**src/rtl/alu_arbiter_pkg.sv**
```systemverilog
// Shared ALU types plus the arbiter state encoding and requester count.
package alu_arbiter_pkg;

   typedef logic [3:0] alu_control_t;

   localparam alu_control_t ALU_ADD = 4'd1;
   localparam alu_control_t ALU_SUB = 4'd2;
   localparam alu_control_t ALU_AND = 4'd3;
   localparam alu_control_t ALU_OR  = 4'd5;
   localparam alu_control_t ALU_SLL = 4'd6;
   localparam alu_control_t ALU_SRA = 4'd7;

   localparam int ALU_ARB_NUM_REQ = 2;

   typedef enum logic [1:0] {
      ARB_IDLE,
      ARB_EXEC,
      ARB_RESP
   } alu_arb_state_t;

endpackage

```
**src/rtl/alu_arbiter_alu.sv**
```systemverilog
// Combinational ALU: add/sub/and/or/sll/sra with overflow, zero, equal flags.
module alu
   import alu_arbiter_pkg::*;
#(
   parameter int N = 32
) (
   input  logic [N-1:0] a,
   input  logic [N-1:0] b,
   input  alu_control_t control,
   output logic [N-1:0] result,
   output logic         overflow,
   output logic         zero,
   output logic         equal
);

   always_comb begin
      result   = '0;
      overflow = 1'b0;
      case (control)
         ALU_ADD: begin
            result   = a + b;
            overflow = (a[N-1] == b[N-1]) && (result[N-1] != a[N-1]);
         end
         ALU_SUB: begin
            result   = a - b;
            overflow = (a[N-1] != b[N-1]) && (result[N-1] != a[N-1]);
         end
         ALU_AND: result = a & b;
         ALU_OR:  result = a | b;
         // Full-width shift amount: shifting by N or more clears the word
         ALU_SLL: result = a << b;
         ALU_SRA: result = N'($signed(a) >>> b);
         default: result = '0;
      endcase
   end

   assign zero  = (result == '0);
   assign equal = (a == b);

endmodule

```
**src/rtl/alu_arbiter.sv**
```systemverilog
// Two-requester front end for one registered ALU op at a time.
// Define ALU_ARB_ROUND_ROBIN_EN for round-robin grants; default is fixed priority.
module alu_arbiter
   import alu_arbiter_pkg::*;
#(
   parameter int N = 32
) (
   input  logic                                   clk,
   input  logic                                   rst_n,
   input  logic [ALU_ARB_NUM_REQ-1:0]             req_valid,
   output logic [ALU_ARB_NUM_REQ-1:0]             req_ready,
   input  logic [ALU_ARB_NUM_REQ-1:0][N-1:0]      req_a,
   input  logic [ALU_ARB_NUM_REQ-1:0][N-1:0]      req_b,
   input  alu_control_t [ALU_ARB_NUM_REQ-1:0]     req_control,
   output logic [ALU_ARB_NUM_REQ-1:0]             rsp_valid,
   input  logic [ALU_ARB_NUM_REQ-1:0]             rsp_ready,
   output logic [N-1:0]                           rsp_result,
   output logic                                   rsp_overflow,
   output logic                                   rsp_zero,
   output logic                                   rsp_equal,
   output logic                                   busy,
   output logic [15:0]                            ops_done
);

   alu_arb_state_t state_q, state_d;
   logic [N-1:0]   a_q, b_q, res_q;
   alu_control_t   ctrl_q;
   logic           gid_q, last_grant_q;
   logic           ovf_q, zero_q, eq_q;
   logic [15:0]    ops_done_q;
   logic [1:0]     grant;
   logic           accept, rsp_done, sel;
   logic [N-1:0]   alu_res;
   logic           alu_ovf, alu_zero, alu_eq;

   always_comb begin
      grant = 2'b00;
`ifdef ALU_ARB_ROUND_ROBIN_EN
      if (&req_valid)
         grant = last_grant_q ? 2'b01 : 2'b10;
      else
         grant = req_valid;
`else
      grant = req_valid[0] ? 2'b01 : {req_valid[1], 1'b0};
`endif
   end

`ifndef ALU_ARB_ROUND_ROBIN_EN
   // Tracked in both builds so switching arbitration changes nothing else
   logic last_grant_unused;
   assign last_grant_unused = last_grant_q;
`endif

   assign accept   = |(req_valid & req_ready);
   assign sel      = req_ready[1];
   assign rsp_done = (state_q == ARB_RESP) && rsp_ready[gid_q];

   always_comb begin
      state_d = state_q;
      unique case (state_q)
         ARB_IDLE: if (accept) state_d = ARB_EXEC;
         ARB_EXEC: state_d = ARB_RESP;
         ARB_RESP: if (rsp_done) state_d = ARB_IDLE;
         default:  state_d = ARB_IDLE;
      endcase
   end

   always_comb begin
      req_ready = 2'b00;
      rsp_valid = 2'b00;
      busy      = 1'b1;
      unique case (state_q)
         ARB_IDLE: begin
            req_ready = grant;
            busy      = 1'b0;
         end
         ARB_RESP: rsp_valid[gid_q] = 1'b1;
         default: ;
      endcase
   end

   always_ff @(posedge clk or negedge rst_n) begin
      if (!rst_n) begin
         state_q      <= ARB_IDLE;
         a_q          <= '0;
         b_q          <= '0;
         ctrl_q       <= '0;
         gid_q        <= 1'b0;
         res_q        <= '0;
         ovf_q        <= 1'b0;
         zero_q       <= 1'b0;
         eq_q         <= 1'b0;
         last_grant_q <= 1'b1;
         ops_done_q   <= '0;
      end else begin
         state_q <= state_d;
         if (accept) begin
            a_q    <= req_a[sel];
            b_q    <= req_b[sel];
            ctrl_q <= req_control[sel];
            gid_q  <= sel;
         end
         if (state_q == ARB_EXEC) begin
            res_q  <= alu_res;
            ovf_q  <= alu_ovf;
            zero_q <= alu_zero;
            eq_q   <= alu_eq;
         end
         if (rsp_done) begin
            ops_done_q   <= ops_done_q + 16'd1;
            last_grant_q <= gid_q;
         end
      end
   end

   alu #(N) u_alu (
      .a        (a_q),
      .b        (b_q),
      .control  (ctrl_q),
      .result   (alu_res),
      .overflow (alu_ovf),
      .zero     (alu_zero),
      .equal    (alu_eq)
   );

   assign rsp_result   = res_q;
   assign rsp_overflow = ovf_q;
   assign rsp_zero     = zero_q;
   assign rsp_equal    = eq_q;
   assign ops_done     = ops_done_q;

endmodule

```
**config.mk**
```make
export PLATFORM = sky130hd
export DESIGN_NAME = alu_arbiter
export DESIGN_NICKNAME = d
export VERILOG_FILES = /design/src/rtl/alu_arbiter_pkg.sv /design/src/rtl/alu_arbiter_alu.sv /design/src/rtl/alu_arbiter.sv
export SDC_FILE = /design/constraint.sdc
export NUM_CORES = 1
export LEC_CHECK = 0
export ABC_CLOCK_PERIOD_IN_PS = 5900
export CORE_MARGIN = 5
export CORE_UTILIZATION = 30
export CTS_BUF_LIST = sky130_fd_sc_hd__clkbuf_8
export DETAILED_ROUTE_END_ITERATION = 8
export SLEW_MARGIN = 25
export SYNTH_ARGS = -nofsm -noshare
export SYNTH_HDL_FRONTEND = slang
export SYNTH_SLANG_ARGS = --single-unit
```
**constraint.sdc**
```tcl
create_clock -name clk -period 5.9 [get_ports clk]
set_input_delay 0.59 -clock clk [delete_from_list [all_inputs] [get_ports clk]]
set_output_delay 0.59 -clock clk [all_outputs]
set_load 0.005 [all_outputs]
```
# After elaboration in Yosys (flattened, before gate mapping)
# Index checks and enable logic that the tools add are counted.
[op_classes]
n_addsub = 3
magnitude_cmp = 3
n_eq_ne = 15
shifts = 2
muxes = 19
bitwise_logic = 3
n_reduce_logical = 8
[op_table]
columns = ["operator", "count"]
rows = [
  ["one-hot mux 32 bit (6 select lines)", 1],
  ["two-way mux 32 bit", 4],
  ["adder 32 bit", 1],
  ["bitwise AND 32 bit", 1],
  ["== test 32 bit", 1],
  ["zero test 32 bit", 1],
  ["OR 32 bit", 1],
  ["<< shifter 32 x 32 -> 32 bit", 1],
  [">>> shifter 32 x 32 -> 32 bit", 1],
  ["subtractor 32 bit", 1],
  ["adder 16 x 1 -> 16 bit, second input constant", 1],
  ["== test 4 x 3 -> 1 bit, second input constant", 3],
  ["two-way mux 2 bit", 5],
  ["== test 4 x 2 -> 1 bit, second input constant", 2],
  ["two-way mux 4 bit", 2],
  ["one-hot mux 2 bit (3 select lines)", 1],
  ["== test 4 x 1 -> 1 bit, second input constant", 1],
  ["logical AND 1 bit", 4],
  ["less-than comparator 1 x 2 -> 1 bit, second input constant", 2],
  ["two-way mux 1 bit", 4],
  ["inequality test 2 bit, second input constant", 2],
  ["inequality test 1 bit", 3],
  ["bitwise AND 2 bit", 1],
  ["== test 2 x 1 -> 1 bit, second input constant", 1],
  ["8 further kinds", 8],
]
[word_totals]
ff_bits = 122
inputBits = 142
output_inout_bits = 56
word_cells = 63

# Depth between registers and ports, before layout
[depth]
ltp_word = 6
depth_mapped = 17
mapped_depth_nobuf = 15

# Modules after synthesis
# From an unflattened synthesis, not the netlist that was laid out.
[hier_totals]
cells_unflattened = 1830
hier_area_um2 = 14974.4
[modules_own_cells]
columns = ["mod", "n_inst", "cells_each", "area_per_inst_um2", "seq_area_each_um2"]
rows = [
  ["alu", 1, 1372, 9937.0, 0.0],
  ["alu_arbiter", 1, 458, 5037.3, 3052.9],
]

# Worst setup path before layout
# Ideal clock, no wire load.
[synth_path]
path_type = "register -> register"
from = "register b_q[1]"
to = "register zero_q, in the netlist rsp_zero"
setup_ps = 66
arrival_time_ps = 4039
t_required_ps = 5834
path_slack_ps = 1794
path_stages_with_launch = 18
n_path_buf = 4
period_less_slack_ps = 4106
cell_sequence = "dfrtp_1 buf_4 buf_4 buf_4 inv_1 buf_2 ha_1 a211oi_1 o21a_1 or3_1 a21oi_1 nor3_1 o21ai_0 a221o_1 a2111oi_1 nand2_1 nor4_2 a32o_2"
[synth_via]
elab_chain_len = 3
word_cells_on_any_way = 8
classes_between = "2 x add/sub; 2 x shift; 1 x mux; 2 x bitwise; 1 x reduce/logical"
[synth_lines]
columns = ["element", "line_no", "rtl"]
rows = [
  ["from (decl)", "alu_arbiter.sv:26", "logic [N-1:0] a_q, b_q, res_q;"],
  ["from (signal assigned)", "alu_arbiter.sv:99", "b_q <= req_b[sel];"],
  ["subtractor 32 bit (tied with other cells)", "alu_arbiter_alu.sv:25", "result = a - b;"],
  ["one-hot mux 32 bit (6 select lines) (*)", "alu_arbiter_alu.sv:19", "case (control)"],
  ["zero test 32 bit (*)", "alu_arbiter_alu.sv:37", "assign zero = (result == '0);"],
  ["to (signal assigned)", "alu_arbiter.sv:106", "zero_q <= alu_zero;"],
  ["to (decl)", "alu_arbiter.sv:29", "logic ovf_q, zero_q, eq_q;"],
]
# Mark *: on every way between the ends. The rest lies on a longest branch, timed or not.
# A chain may end at the register's enable or synchronous reset.

# Final worst setup path
# Ends and elaborated chain as after synthesis.

==> PnR_summary.wiki <==
{| class="wikitable"
! Metric !! Value
|-
| Filler cell count in the final layout || 5,171
|-
| Die Span Y || 232 µm
|-
| Via count || 16,533
|-
| WL final || 77.3 mm
|-
| Arrival time worst endpoint || 5720 ps
|-
| Largest stage delay on the critical path || 910 ps
|-
| Leakage power summed over all cells || 7.02 nW
|-
| Count of endpoints failing setup in the final report || 0
|-
| Signed area change from the synthesized netlist to the final layout || 20.9%
|-
| Fraction of layout instances using a drive strength above 1 || 11.9%
|-
| Final setup slack of the worst path || 646 ps
|-
| Number of nets produced by synthesis || 2,054
|-
| Standard cell with the maximum stage delay on the critical path || sky130_fd_sc_hd__dfrtp_4
|-
| Cts repair resizes || 0
|-
| Routed length per placed instance || 29.4 µm
|-
| Achievable frequency || 190 MHz
|-
| Hold buffers post-CTS || 0
|-
| Final Hold Viols || 0
|-
| Clock Skew || 19.3 ps
|-
| Number of global-route vias before repair || 15,768
|-
| Clock Latency Late Sink || 530 ps
|-
| Num CTS Buffers || 17
|-
| Startpoint class of the critical path || flop
|-
| Grt ovf || 0
|-
| Netlist cell types || 99
|-
| Pin count of the biggest net entering global routing || 73
|-
| Series of cell instances along the critical path || inv_1 -> fa_1 -> nor2b_1 -> o211ai_1 -> a2111oi_4 -> nor3_1 -> o221ai_1 -> a221oi_1 -> nand2_1 -> nor4_1 -> nand4_1 -> nor4_2 -> a32o_2
|-
| DR DRC count || 0
|-
| Number of buffer and inverter stages on the critical path || 1
|-
| Wire length of the first global-routing pass || 111 mm
|-
| Largest delay contributor family on the critical path || simple AND/OR/NAND/NOR gates
|-
| Post-synth ARST share || 100%
|-
| Setup repair after global routing missed its margin || no
|-
| Layout Nets || 2,189
|-
| Path category of the worst min-delay check || primary input to async pin
|-
| Number of antenna violations at the first check in global routing || 2
|-
| Count of input and output buffers || 197
|-
| Biggest fanout along the worst timing path || 52
|-
| Slew Limit Fails || 0
|-
| Area of the core region || 0.0488 mm²
|-
| Power per standard cell area || 695 mW/mm²
|-
| Post-placement setup slack || 911 ps
|-
| Antenna-violating nets left || 0
|-
| Drt pass-1 iters || 7
|-
| Post-CTS setup buffer count || 0
|-
| Aggregate negative setup slack || 0 ps
|-
| Setup slack of the worst register-to-register path || 650 ps
|-
| Number of synthesis warnings || 0
|-
| Critical setup path kind || flop to flop
|-
| Clock slew at the register clock pins of the worst setup and hold paths || 90 ps
|-
| Iteration-0 DRC count of the detailed router || 2,230
|-
| Post-synthesis instance area || 0.0148 mm²
|-
| Headroom to the max-slew limit || 21.6%
|-
| CP Capture Type || flop
|-
| Boundary Pins || 198
|-
| Transition time at the pin with the least slew margin || 1160 ps
|-
| Leading cell types by count after synthesis || sky130_fd_sc_hd__nand2_1, sky130_fd_sc_hd__o21ai_0, sky130_fd_sc_hd__nor2_1
|-
| Cells after Synth || 1,814
|-
| Number of sinks driven by the clock tree || 122
|-
| Deepest clock path buffer count || 2
|-
| Effective utilization at floorplan || 30.2%
|-
| # H-tree levels || 4
|-
| Final period utilization || 89.0%
|-
| Sequential-to-total area share from yosys stat || 20.7%
|-
| Main synth FF type || sky130_fd_sc_hd__dfrtp_1
|-
| Max-cap violation count || 0
|-
| Avg Vias per Cell || 6.29
|-
| Cells taking the most area after synthesis || sky130_fd_sc_hd__dfrtp_1, sky130_fd_sc_hd__ha_1, sky130_fd_sc_hd__mux4_2, sky130_fd_sc_hd__mux2i_1, sky130_fd_sc_hd__o21ai_0
|-
| Req. time, crit path || 6360 ps
|-
| Number of flops mapped to enable cells by yosys || 0
|-
| Fraction of post-synthesis cell area in the top cell type by area || 20.7%
|-
| Die X || 232 µm
|-
| Cell with the most instances after synthesis || sky130_fd_sc_hd__nand2_1
|-
| Status || finished, final reports clean
|-
| Largest vdd supply drop || 241 µV
|-
| Final estimated routing congestion in global placement || 1.07
|-
| GRT Overall Usage || 27.6%
|-
| Clock root buffer || sky130_fd_sc_hd__clkbuf_8
|-
| Mean cell area of the mapped netlist || 8.15 µm²
|-
| Number of rows in the core area || 81
|-
| Crit path time final || 5250 ps
|-
| Clock tree from TritonCTS || yes
|-
| Library cell with the largest summed area after synthesis || sky130_fd_sc_hd__dfrtp_1
|-
| Dpl hpwl || 59.3 mm
|-
| Number of synthesized register bits || 122
|-
| Full die area || 0.0538 mm²
|}
-- path summary, 6_finish.rpt --
kind                                            start                         end  cells after the start
setup / recovery                   b_q[1]$_DFFE_PN0P_        rsp_zero$_DFFE_PN0N_                     13
hold / removal                                  rst_n    ops_done[10]$_DFFE_PN0P_                      1
setup reg to reg                   b_q[1]$_DFFE_PN0P_        rsp_zero$_DFFE_PN0N_                     13
hold reg to reg            rsp_result[21]$_DFFE_PN0N_  rsp_result[21]$_DFFE_PN0N_                      2
max in group asynchronous                       rst_n          b_q[1]$_DFFE_PN0P_                      2
min in group clk           rsp_result[21]$_DFFE_PN0N_  rsp_result[21]$_DFFE_PN0N_                      2
-- flip-flops by register name, indices dropped and copies added (netlist names) --
register      flops
a_q              32
b_q              32
ctrl_q            4
gid_q             1
ops_done         16
rsp_equal         1
rsp_overflow      1
rsp_result       32
rsp_zero          1
state_q           2
-- through the flow --
stage / area, µm² / total power [mW] / std cells / hold slack (ps) / util (%)
after floorplan: 14800 / 7.75 / 1814 / 294 / -
after global placement: 17500 / 11.2 / 2594 / 468 / 35.8
after detailed placement: 17500 / 11.2 / 2594 / 466 / 35.8
after CTS: 17900 / 12.1 / 2625 / 73.3 / 36.6
after global routing: 17900 / 12.9 / 2625 / 104 / 36.6
final: 17900 / 12.4 / 2628 / 64.9 / 36.6
-- where the power goes --
group          internal (mW)  total (mW)  leakage, nW  switching (mW)
Combinational           3.52        9.64         5.30            6.12
Clock                  0.372       0.805        0.173           0.433
Sequential              1.17        1.96         1.55           0.794
-- metal layers --
layer  wire length (µm)  global-route usage, %
met3               8180                   6.69
met1              31200                   36.8
met2              33400                   42.0
met5                 10                      0
met4               4470                   13.1
-- area by class of cell --
cell class / instances / area [µm²] / share of cell area (%)
Clock buffer: 17 / 234 / 1.31
Inverter: 101 / 379 / 2.12
Tap cell: 664 / 831 / 4.65
Antenna cell: 3 / 7.51 / 0.0420
Clock inverter: 14 / 149 / 0.833
Timing Repair Buffer: 271 / 2520 / 14.1
Multi-Input combinational cell: 1436 / 10700 / 59.8
Sequential cell: 122 / 3060 / 17.1
-- logic make-up (layout without fill, tap and decap cells) --
kind of cell,count (synthesis),count (layout),synth area share (%)
other cells,0,3,0
mux,149,149,14.8
fa+ha+maj,98,98,8.40
flops,122,122,20.7
compound gates,653,653,30.2
buf+inv,256,403,7.35
simple gates,506,506,16.8
xor+xnor,30,30,1.78
-- layout by cell type (no fill, tap or decap), types with 18 or more instances in the layout --
cell type	synthesis	routed
sky130_fd_sc_hd__nand2_1	166	166
sky130_fd_sc_hd__mux2i_1	65	65
sky130_fd_sc_hd__a21oi_1	103	103
sky130_fd_sc_hd__nor4_1	22	22
sky130_fd_sc_hd__nor2_1	125	125
sky130_fd_sc_hd__inv_1	99	98
sky130_fd_sc_hd__clkdlybuf4s50_1	0	195
sky130_fd_sc_hd__a22oi_1	80	80
sky130_fd_sc_hd__buf_4	10	74
sky130_fd_sc_hd__xnor2_1	23	23
sky130_fd_sc_hd__o22ai_1	75	75
sky130_fd_sc_hd__mux4_2	52	52
sky130_fd_sc_hd__ha_1	96	96
sky130_fd_sc_hd__a31oi_1	22	22
sky130_fd_sc_hd__o211ai_1	22	22
sky130_fd_sc_hd__nor3_1	45	43
sky130_fd_sc_hd__nand3_1	28	28
sky130_fd_sc_hd__o31ai_1	18	18
sky130_fd_sc_hd__o21ai_0	126	126
sky130_fd_sc_hd__dfrtp_1	122	119
sky130_fd_sc_hd__a211oi_1	33	33
sky130_fd_sc_hd__mux2_2	32	32
No activity file was read; power rests on OpenSTA's default activity.
